### config.mk
export PLATFORM = sky130hd
export DESIGN_NAME = reg_pattern_player
export DESIGN_NICKNAME = d
export VERILOG_FILES = /design/src/rtl/reg_pattern_player.sv
export SDC_FILE = /design/constraint.sdc
export NUM_CORES = 1
export LEC_CHECK = 0
export ABC_AREA = 0
export BUFFER_PORTS_ARGS = -buffer_cell sky130_fd_sc_hd__clkbuf_2
export CORE_MARGIN = 5
export CORE_UTILIZATION = 49
export CTS_CLUSTER_SIZE = 30
export DETAILED_ROUTE_END_ITERATION = 7
export PLACE_DENSITY = 0.72
export SLEW_MARGIN = 15
export SYNTH_ARGS = -nofsm -noshare
export SYNTH_HDL_FRONTEND = slang
export SYNTH_SLANG_ARGS = --single-unit
### constraint.sdc
create_clock -name clock -period 1.7 [get_ports clock]
set_input_delay 0.17 -clock clock [delete_from_list [all_inputs] [get_ports clock]]
set_output_delay 0.17 -clock clock [all_outputs]
set_load 0.02 [all_outputs]
### src/rtl/reg_pattern_player.sv
// reg_pattern_player
// Column-word source for the LED matrix. For the row selected by indice it
// produces OFF, ALL_ON or the "V" victory row, and it can play a timed
// level-pass animation that alternates victory and all-on frames.
module reg_pattern_player #(
    parameter int ROWS            = 8,
    parameter int COLS            = 8,
    parameter int FRAMES          = 4,
    parameter int TICKS_PER_FRAME = 50
) (
    input  logic                                          clock,
    input  logic                                          reset,
    input  logic [((ROWS > 1) ? $clog2(ROWS) : 1)-1:0]    indice,
    input  logic [1:0]                                    modo,
    input  logic                                          start,
    input  logic                                          abort,
    output logic [COLS-1:0]                               coluna_sel,
    output logic                                          busy,
    output logic                                          done,
    output logic [((FRAMES > 1) ? $clog2(FRAMES) : 1)-1:0] frame_idx
);

    localparam int IDX_W  = (ROWS > 1) ? $clog2(ROWS) : 1;
    localparam int FRM_W  = (FRAMES > 1) ? $clog2(FRAMES) : 1;
    localparam int TICK_W = (TICKS_PER_FRAME > 1) ? $clog2(TICKS_PER_FRAME) : 1;

    localparam logic [1:0] MODO_OFF    = 2'd0;
    localparam logic [1:0] MODO_ALL_ON = 2'd1;
    localparam logic [1:0] MODO_ANIM   = 2'd3;

    localparam logic [TICK_W-1:0] TICK_LAST  = TICK_W'(TICKS_PER_FRAME - 1);
    localparam logic [FRM_W-1:0]  FRAME_LAST = FRM_W'(FRAMES - 1);

    typedef enum logic {
        IDLE = 1'b0,
        PLAY = 1'b1
    } state_e;

    state_e              state_q, state_d;
    logic [TICK_W-1:0]   tick_q, tick_d;
    logic [FRM_W-1:0]    frame_q, frame_d;
    logic                done_q, done_d;
    logic [COLS-1:0]     coluna_q, coluna_d;

    // The "V" opens outward by one column every two rows, clamped to the edges.
    function automatic logic [COLS-1:0] victoryRow(input logic [IDX_W-1:0] r);
        int c1;
        int c2;
        logic [COLS-1:0] row;
        c1 = COLS / 2 + int'(r) / 2;
        if (c1 > COLS - 1) c1 = COLS - 1;
        c2 = COLS / 2 - 1 - int'(r) / 2;
        if (c2 < 0) c2 = 0;
        row = '0;
        for (int c = 0; c < COLS; c++) begin
            row[c] = (c == c1) || (c == c2);
        end
        return row;
    endfunction

    // Animation sequencing: start only from IDLE in ANIM mode, abort wins over the final wrap.
    always_comb begin
        state_d = state_q;
        tick_d  = tick_q;
        frame_d = frame_q;
        done_d  = 1'b0;
        case (state_q)
            IDLE: begin
                if (start && (modo == MODO_ANIM)) begin
                    state_d = PLAY;
                    tick_d  = '0;
                    frame_d = '0;
                end
            end
            PLAY: begin
                if (abort) begin
                    state_d = IDLE;
                    tick_d  = '0;
                    frame_d = '0;
                end else if (tick_q == TICK_LAST) begin
                    tick_d = '0;
                    if (frame_q != FRAME_LAST) begin
                        frame_d = frame_q + FRM_W'(1);
                    end else begin
                        state_d = IDLE;
                        frame_d = '0;
                        done_d  = 1'b1;
                    end
                end else begin
                    tick_d = tick_q + TICK_W'(1);
                end
            end
            default: begin
                state_d = IDLE;
                tick_d  = '0;
                frame_d = '0;
            end
        endcase
    end

    // Column word chosen from the pre-edge mode, state and frame, registered below.
    always_comb begin
        coluna_d = '0;
        if (state_q == PLAY) begin
            coluna_d = frame_q[0] ? '1 : victoryRow(indice);
        end else begin
            case (modo)
                MODO_OFF:    coluna_d = '0;
                MODO_ALL_ON: coluna_d = '1;
                default:     coluna_d = victoryRow(indice);
            endcase
        end
    end

    // State, counters and the registered column word; reset drops everything immediately.
    always_ff @(posedge clock or posedge reset) begin
        if (reset) begin
            state_q  <= IDLE;
            tick_q   <= '0;
            frame_q  <= '0;
            done_q   <= 1'b0;
            coluna_q <= '0;
        end else begin
            state_q  <= state_d;
            tick_q   <= tick_d;
            frame_q  <= frame_d;
            done_q   <= done_d;
            coluna_q <= coluna_d;
        end
    end

    assign coluna_sel = coluna_q;
    assign busy       = (state_q == PLAY);
    assign done       = done_q;
    assign frame_idx  = frame_q;

endmodule
Word level (Yosys, flattened, before mapping)
Index checks and enable logic that the tools add are counted.

storage, ports and cells
  register bits after elaboration = 18
  bits in latches = 0
  RAM bits = 0
  ROM bits = 0
  input bits = 9
  output and inout bits = 12
  memories = 0

cells by class
  add/sub/neg operators = 4
  $mul = 0
  divide/modulo/power cells = 0
  $lt $le $gt $ge = 2
  equal/unequal tests = 34
  shift-type cells = 0
  multiplexer cells = 29
  bitwise gates (word level) = 1
  reductions and logical operators = 24

operators with widths
  kind                                                         count
  equality test 4 x 32 -> 1 bit (first input constant)         16
  equality test 3 x 32 -> 1 bit (first input constant)         8
  two-way mux 32 bit                                           7
  equality test 2 x 32 -> 1 bit (first input constant)         4
  logical NOT 32 bit                                           4
  two-way mux 6 bit                                            3
  logical OR 1 bit                                             16
  two-way mux 8 bit                                            2
  one-hot mux 8 bit (2 select lines)                           1
  one-hot mux 6 bit (2 select lines)                           1
  two-way mux 1 bit                                            8
  two-way mux 2 bit                                            4
  adder 6 x 1 -> 6 bit (second input constant)                 1
  equality test 6 bit (second input constant)                  1
  adder 3 x 2 -> 4 bit (first input constant)                  1
  > comparator 4 x 3 -> 1 bit (second input constant)          1
  two-way mux 4 bit                                            1
  inequality test 2 bit (second input constant)                2
  one-hot mux 2 bit (2 select lines)                           1
  less-than comparator 3 x 1 -> 1 bit (second input constant)  1
  inequality test 3 x 2 -> 1 bit (second input constant)       1
  subtractor 2 x 2 -> 3 bit (first input constant)             1
  adder 2 x 1 -> 2 bit (second input constant)                 1
  equality test 2 x 1 -> 1 bit (second input constant)         1
  other kinds (7)                                              7

Longest topological paths before layout
Gate-level depths: netlist of the first run.

  depth after elaboration = 9
  gate-level depth with buffers = 5
  depth with buffers taken out = 5

Worst setup path before layout of the first run
Ideal clock, no wire load.

  path kind = register to register
  start point = register state_q, in the netlist busy
  end point = register tick_q[5]
  data arrival time = 1,272 ps
  data required time = 1,636 ps
  path slack = 364 ps
  cell stages (with the launch flop) = 6
  buffers on the path = 1
  period minus slack after synthesis = 1,336 ps
  cells stage by stage = dfrtp_1 > buf_2 > a31oi_1 > nand2_1 > o31ai_1 > a31o_2

on the way
  cells in the longest elaborated chain, start to end = 2

ends and longest elaborated chain
  what                                                                                RTL line  text
  start, declared                                                                     39        state_e state_q, state_d;
  start signal, assigned                                                              124       state_q <= state_d;
  NOT 1 bit                                                                           -
  one-hot mux 6 bit (2 select lines) / inequality test 2 bit (equally long branches)  -
  end signal, assigned                                                                125       tick_q <= tick_d;
  end, declared                                                                       40        logic [TICK_W-1:0] tick_q, tick_d;

Parallel ways exist; a longest one is shown, timed or not.
A chain may end at the register's enable or synchronous reset.

Worst setup path in the final report of the first run
  start point = register state_q, in the netlist busy
  end point = register frame_q[0], in the netlist frame_idx[0]

on the way
  cells in the longest elaborated chain, start to end = 3

ends and longest elaborated chain
  what                                    RTL line  text
  NOT 1 bit                               -
  inequality test 2 bit (no source line)  -
  AND reduction 2 bit (no source line)    -
  end signal, assigned                    126       frame_q <= frame_d;
  end, declared                           41        logic [FRM_W-1:0] frame_q, frame_d;

Parallel ways exist; a longest one is shown, timed or not.

==> flow_metrics.env, run 1 <==
export IMPL_outcome="completed"
export IMPL_hold_viol_final=0
export IMPL_final_core_utilization=0.593
export IMPL_wirelength_per_cell_um=12.8
export IMPL_use_met1=0.161
export IMPL_timing_critical_path_from_type="register"
export IMPL_core_um2=1470
export IMPL_synth_area_per_cell_um2=9.23
export IMPL_vertical_extent_of_the_die_um=48.8
export IMPL_drv_slew=0
export IMPL_tightestPinTransition_ns=0.526
export IMPL_dpl_hpwl_um=1180
export IMPL_critPathMaxFanout=11
export IMPL_synth_largest_type_area_fraction=0.475
export IMPL_reported_leakage_power_nw=0.433
export IMPL_worstSkewPairLatency_ns=0.27
export IMPL_antenna_found_initial=0
export IMPL_dpl_cell_count=111
export IMPL_setup_tns_final_ns=0
export IMPL_primary_ff_master_synth="sky130_fd_sc_hd__dfrtp_1"
export IMPL_power_mw=0.764
export IMPL_timing_final_crit_period_ns=1.37
export IMPL_layoutNonFillerInstCount=116
export IMPL_ys_seq_elements=14
export IMPL_cell_rows=14
export IMPL_timing_worst_setup_path_type="register to register"
export IMPL_total_congestion_overflow=0
export IMPL_clock_pin_slew_of_the_registers_on_the_worst_case_setup_and_hold_paths_ns=0.09
export IMPL_port_buffers=19
export IMPL_worst_slew_margin_rel=0.649
export IMPL_cts_root_to_sink_buffers=2
export IMPL_remaining_drc_errors=0
export IMPL_totalWireLength_um=1480
export IMPL_io_pin_count=21
export IMPL_synth_net_count=92
export IMPL_globalplace_congestion=0.697
export IMPL_filler_cell_count=146
export IMPL_synth_cells=80
export IMPL_global_route_wire_length_before_repair_um=2570
export IMPL_ys_warnings_count=0
export IMPL_netlist_top_cell_by_area="sky130_fd_sc_hd__dfrtp_1"
export IMPL_classification_of_the_worst_slack_hold_path="input port to register"
export IMPL_distinct_cell_type_count_after_synthesis=25
export IMPL_post_cts_resized=0
export IMPL_layout_nets=113
export IMPL_initial_utilization=0.502
export IMPL_cts_buffers_inserted=3
export IMPL_worst_setup_path_end_kind="register"
export IMPL_num_antenna_cells=0
export IMPL_ctsHtreeMaxLevel=1
export IMPL_synth_top_cells_by_area="sky130_fd_sc_hd__dfrtp_1 (47%), sky130_fd_sc_hd__nand2_1 (5.6%), sky130_fd_sc_hd__a21oi_1 (5.4%), sky130_fd_sc_hd__ha_1 (5.1%), sky130_fd_sc_hd__o21ai_0 (4.1%)"
export IMPL_avgViaCountPerCell=5.56
export IMPL_top_usage_layer="met2"
export IMPL_max_clock_freq_mhz=728
export IMPL_synth_edf_count=0
export IMPL_routed_via_count=645
export IMPL_clock_root_buffer="sky130_fd_sc_hd__clkbuf_4"
export IMPL_fin_crit_sh=0.808
export IMPL_final_layout_size_suffix_gt1_frac=0.290
export IMPL_die_w_um=48.8
export IMPL_clock_sinks=14
export IMPL_drt_pass1_iterations=4
export IMPL_track_usage=0.133
export IMPL_grt_setup_unrepaired="no"
export IMPL_vias_in_the_first_global_route=610
export IMPL_use_met2=0.230
export IMPL_cap_viol_max_count=0
export IMPL_synthArstFlopShare=1.00
export IMPL_tritoncts_clock_tree="done"
export IMPL_vdd_ir_drop_worst_mv=0.401
export IMPL_netlist_area_um2=738
export IMPL_critical_path_required_ns=1.87
export IMPL_register_area_share_after_synthesis=0.475
export IMPL_finalSetupViolations=0
export IMPL_grtUsageMet3=0.0398
export IMPL_grt_start_max_net_pins=15
export IMPL_drt_antenna_violating_nets=0
export IMPL_fin_worst_skew_ns=0.000735
export IMPL_drt_first_iter_violations=5
export IMPL_power_density_nw_per_um2=876
export IMPL_floorplan_die_area_um2=2380
export IMPL_area_growth_pct=18.1
export IMPL_crit_arrival_ns=1.54
## power by group
part | internal, mW | switching (mW) | total [mW]
Sequential | 0.356 | 0.0227 | 0.379
Combinational | 0.0538 | 0.0947 | 0.148
Clock | 0.130 | 0.106 | 0.236
## routing by layer
layer	part of all wire	routed length, um
met3	0.065	96
met5	0	0
met4	0.0061	9
met1	0.41	602
met2	0.52	776
## state kept, by name, indices dropped and copies added, names as in the netlist
register and count:
busy 1, coluna_sel 4, done 1, frame_idx 2, tick_q 6
## layout by cell type, fill, tap and decap left out, types with 2 or more instances in the layout
| cell | instances |
|---|---|
| sky130_fd_sc_hd__nor2_1 | 6 |
| sky130_fd_sc_hd__xor2_1 | 2 |
| sky130_fd_sc_hd__nand2b_1 | 4 |
| sky130_fd_sc_hd__o21ai_0 | 6 |
| sky130_fd_sc_hd__nand3_1 | 4 |
| sky130_fd_sc_hd__a21oi_1 | 8 |
| sky130_fd_sc_hd__ha_1 | 3 |
| sky130_fd_sc_hd__clkbuf_4 | 3 |
| sky130_fd_sc_hd__nand2_1 | 11 |
| sky130_fd_sc_hd__or2_2 | 2 |
| sky130_fd_sc_hd__inv_1 | 2 |
| sky130_fd_sc_hd__nand3b_1 | 2 |
| sky130_fd_sc_hd__dfrtp_1 | 14 |
| sky130_fd_sc_hd__clkbuf_2 | 19 |
## synthesized netlist by cell type, drive strengths merged (2+ instances only)
library cell and count:
o21ai 6, nor2 6, or2 2, nand2 12, nand3b 2, buf 5
nand2b 4, dfrtp 14, nand3 4, inv 2, ha 3, xor2 2
a21oi 8
## kinds of logic after synthesis
| logic type | Yosys count | synth area share |
|---|---|---|
| AO/OA/AOI/OAI | 20 | 0.158 |
| flip-flops | 14 | 0.475 |
| buffers and inverters | 7 | 0.0576 |
| XOR/XNOR | 2 | 0.0237 |
| AND/OR/NAND/NOR | 34 | 0.236 |
| adder cells (fa/ha/maj) | 3 | 0.0509 |
## area by class of cell
cell class,count,area [um^2],area share
Timing Repair Buffer,21,113,0.129
Inverter,2,7.51,0.00861
Clock buffer,4,36.3,0.0416
Tap cell,16,20.0,0.0230
Multi-Input combinational cell,59,345,0.396
Sequential cell,14,350,0.402
## metrics by stage
| step | setup WS, ns | hold slack (ns) | cell area [um^2] |
|---|---|---|---|
| global placement | 0.350 | 0.213 | 826 |
| global route | 0.185 | 0.158 | 872 |
| CTS | 0.316 | 0.145 | 872 |
| finish | 0.327 | 0.148 | 872 |
| floorplan | 0.364 | 0.0592 | 738 |
| detailed placement | 0.341 | 0.219 | 826 |
## final timing paths
kind | start | end | slack (ns) | cells after the start
max in group asynchronous | reset | frame_idx[0] | 0.90 | 3
min in group asynchronous | reset | tick_q[3] | 0.45 | 3
setup reg to reg | busy | frame_idx[0] | 0.33 | 4
hold reg to reg | frame_idx[1] | frame_idx[1] | 0.55 | 2
setup / recovery | busy | frame_idx[0] | 0.33 | 4
hold / removal | abort | done | 0.15 | 3
## what timing repair did
action	4_1_cts	5_1_grt
endpoints found under the hold margin	14	0
hold buffers	1	0
setup buffers	0	0
## critical path: stages, from the launching register on
cell	delay, ns
sky130_fd_sc_hd__dfrtp_1	0.54
sky130_fd_sc_hd__nand2b_1	0.21
sky130_fd_sc_hd__a21oi_1	0.30
sky130_fd_sc_hd__o21ai_0	0.15
sky130_fd_sc_hd__o41ai_1	0.07
(Power assumes the default switching activity.)
==> inputs of run 2 (changes only) <==
- ABC_AREA: 0 -> 1
- clock period: 1.7 -> 1.4 ns (I/O delays scaled with it)
==> run 2 against run 1 <==
Net effect:
- worst setup slack worse by 0.14 ns
- count of clock-buffer cells in the layout unchanged
- sequential power up 53%
- via count up 0.47%
- clock skew up 0.0062 ns
- critical path depth up 3
- clock power up 25%
- utilization up 0.31 points
- largest power group unchanged
- highest routed layer unchanged
==> flow_metrics.env, run 2 <==
export IMPL_outcome="completed"
export IMPL_timing_rr_start="tick_q[0]"
export IMPL_globalplace_congestion=0.754
export IMPL_vdd_ir_drop_worst_mv=0.778
export IMPL_drt_pass1_iterations=4
export IMPL_critical_path_required_ns=1.62
export IMPL_global_route_wire_length_before_repair_um=2610
export IMPL_timing_critical_path_from_type="register"
export IMPL_core_um2=1490
export IMPL_area_growth_pct=17.4
export IMPL_timing_worst_setup_path_type="register to register"
export IMPL_ys_warnings_count=0
export IMPL_drt_antenna_violating_nets=0
export IMPL_worst_r2r_setup_slack_ns=0.19
export IMPL_crit_arrival_ns=1.44
export IMPL_io_pin_count=21
export IMPL_synth_largest_type_area_fraction=0.464
export IMPL_max_clock_freq_mhz=823
export IMPL_final_layout_size_suffix_gt1_frac=0.263
export IMPL_synthMostInstantiatedCell="sky130_fd_sc_hd__nand2_1"
export IMPL_worst_setup_path_end_kind="register"
export IMPL_reported_leakage_power_nw=0.491
export IMPL_largest_register="tick_q"
export IMPL_cap_viol_max_count=0
export IMPL_initial_utilization=0.508
export IMPL_layout_nets=127
export IMPL_register_area_share_after_synthesis=0.464
export IMPL_crit_start="tick_q[0]"
export IMPL_synth_top_cells_by_area="sky130_fd_sc_hd__dfrtp_1 (46%), sky130_fd_sc_hd__nand2_1 (11%), sky130_fd_sc_hd__inv_1 (7.0%), sky130_fd_sc_hd__ha_1 (5.0%), sky130_fd_sc_hd__buf_4 (4.0%)"
export IMPL_power_mw=1.34
export IMPL_yosys_top_cells_count="sky130_fd_sc_hd__nand2_1 (23), sky130_fd_sc_hd__dfrtp_1 (14), sky130_fd_sc_hd__inv_1 (14)"
export IMPL_max_stage_delay_ns=0.45
export IMPL_netlist_area_um2=756
export IMPL_grt_setup_unrepaired="no"
export IMPL_netlist_top_cell_by_area="sky130_fd_sc_hd__dfrtp_1"
export IMPL_flip_flop_count_of_the_largest_register_after_layout=6
export IMPL_track_usage=0.134
export IMPL_crit_chain="ha_1 > nand2_1 > nor2_1 > nand2_1 > nand2_1 > nand2_1 > nor2_1"
export IMPL_min_delay_start="abort"
export IMPL_final_common_cell="sky130_fd_sc_hd__nand2_1"
export IMPL_remaining_drc_errors=0
export IMPL_totalWireLength_um=1470
export IMPL_floorplan_die_area_um2=2430
export IMPL_path_common_cell="sky130_fd_sc_hd__nand2_1"
export IMPL_ys_seq_elements=14
export IMPL_fin_crit_sh=0.868
export IMPL_routed_via_count=648
export IMPL_finalSetupViolations=0
export IMPL_cell_rows=14
export IMPL_tightestPinTransition_ns=0.529
export IMPL_preCtsSetupSlack_ns=0.194
export IMPL_dpl_hpwl_um=1160
export IMPL_cts_buffers_inserted=3
export IMPL_primary_ff_master_synth="sky130_fd_sc_hd__dfrtp_1"
export IMPL_clock_root_buffer="sky130_fd_sc_hd__clkbuf_4"
export IMPL_synth_cells=94
export IMPL_worst_slew_margin_rel=0.647
export IMPL_cts_root_to_sink_buffers=2
export IMPL_num_antenna_cells=0
export IMPL_hold_worst_slack_ns=0.0969
export IMPL_drt_first_iter_violations=8
export IMPL_distinct_cell_type_count_after_synthesis=19
export IMPL_post_route_worst_setup_slack_ns=0.185
export IMPL_grt_start_max_net_pins=15
export IMPL_synthArstFlopShare=1.00
export IMPL_avgViaCountPerCell=4.98
export IMPL_fin_worst_skew_ns=0.00697
export IMPL_timing_final_crit_period_ns=1.21
export IMPL_layoutNonFillerInstCount=130
export IMPL_post_cts_setup_buffer_count=0
export IMPL_wirelength_per_cell_um=11.3
export IMPL_total_congestion_overflow=0
export IMPL_clock_pin_slew_of_the_registers_on_the_worst_case_setup_and_hold_paths_ns=0.09
export IMPL_worstSkewPairLatency_ns=0.28
export IMPL_vias_in_the_first_global_route=642
export IMPL_ctsHtreeMaxLevel=1
export IMPL_layout_common_cells="sky130_fd_sc_hd__nand2_1 (23), sky130_fd_sc_hd__clkbuf_2 (19), sky130_fd_sc_hd__inv_1 (14), sky130_fd_sc_hd__dfrtp_1 (14), sky130_fd_sc_hd__nor2_1 (7)"
export IMPL_drv_slew=0
export IMPL_setup_tns_final_ns=0
export IMPL_final_cell_area_um2=887
export IMPL_crit_buf_inv=0
export IMPL_die_w_um=49.3
export IMPL_synth_net_count=106
export IMPL_synth_edf_count=0
export IMPL_tritoncts_clock_tree="done"
export IMPL_critPathMaxFanout=6
export IMPL_antenna_found_initial=0
export IMPL_dpl_cell_count=125
export IMPL_placed_cell_area_um2=841
export IMPL_slowest_stage="sky130_fd_sc_hd__dfrtp_1"
export IMPL_synth_area_per_cell_um2=8.04
export IMPL_classification_of_the_worst_slack_hold_path="input port to register"
export IMPL_hold_viol_final=0
export IMPL_clock_sinks=14
export IMPL_final_core_utilization=0.596
export IMPL_crit_family="simple AND/OR/NAND/NOR gates"
export IMPL_port_buffers=19
export IMPL_power_density_nw_per_um2=1510
export IMPL_vertical_extent_of_the_die_um=49.3
-- run 2: kinds of logic (layout without fill, tap and decap cells) --
logic type | count (synthesis) | after routing | synth area share
buffers and inverters | 20 | 40 | 0.119
flip-flops | 14 | 14 | 0.464
AND/OR/NAND/NOR | 46 | 46 | 0.286
AO/OA/AOI/OAI | 10 | 10 | 0.0695
XOR/XNOR | 1 | 1 | 0.0116
adder cells (fa/ha/maj) | 3 | 3 | 0.0497
-- run 2: final cells by class --
cell class | instances | area, um^2
flip-flops and latches | 14 | 350
well taps | 16 | 20.0
inverters | 16 | 60.1
fillers | 145 | 602
multi-input cells | 60 | 315
clock buffers | 4 | 36.3
repair buffers | 20 | 105
-- run 2: routing by layer --
metal | vias up | part of all wire | GRT usage
li1 | 337 | - | -
met1 | 293 | 0.48 | 0.168
met2 | 15 | 0.46 | 0.217
met3 | 3 | 0.053 | 0.0428
met4 | 0 | 0.0095 | 0.0404
met5 | - | 0 | 0
-- run 2: final timing paths --
path | end | cells past startpoint
setup / recovery | tick_q[4] | 7
hold / removal | done | 2
setup reg to reg | tick_q[4] | 7
hold reg to reg | frame_idx[1] | 2
max in group asynchronous | coluna_sel[7] | 3
min in group asynchronous | tick_q[3] | 3
-- run 2: what timing repair did --
| action | 4_1_cts | 5_1_grt |
|---|---|---|
| hold buffers | 1 | 0 |
| endpoints found under the hold margin | 14 | 0 |
| resized for setup | 0 | 0 |
-- run 2: worst reg2reg max path, delay by kind of cell, from the launching register on --
| family | cells | cell delay, ns |
|---|---|---|
| and+or+nand+nor | 6 | 0.49 |
| DFF | 1 | 0.45 |
| adders and majority gates | 1 | 0.21 |
-- run 2: power breakdown --
part / internal (mW) / switching, mW / leakage (nW)
Sequential: 0.489 / 0.0895 / 0.184
Clock: 0.158 / 0.136 / 0.0210
Combinational: 0.154 / 0.314 / 0.286
Total: 0.801 / 0.539 / 0.491
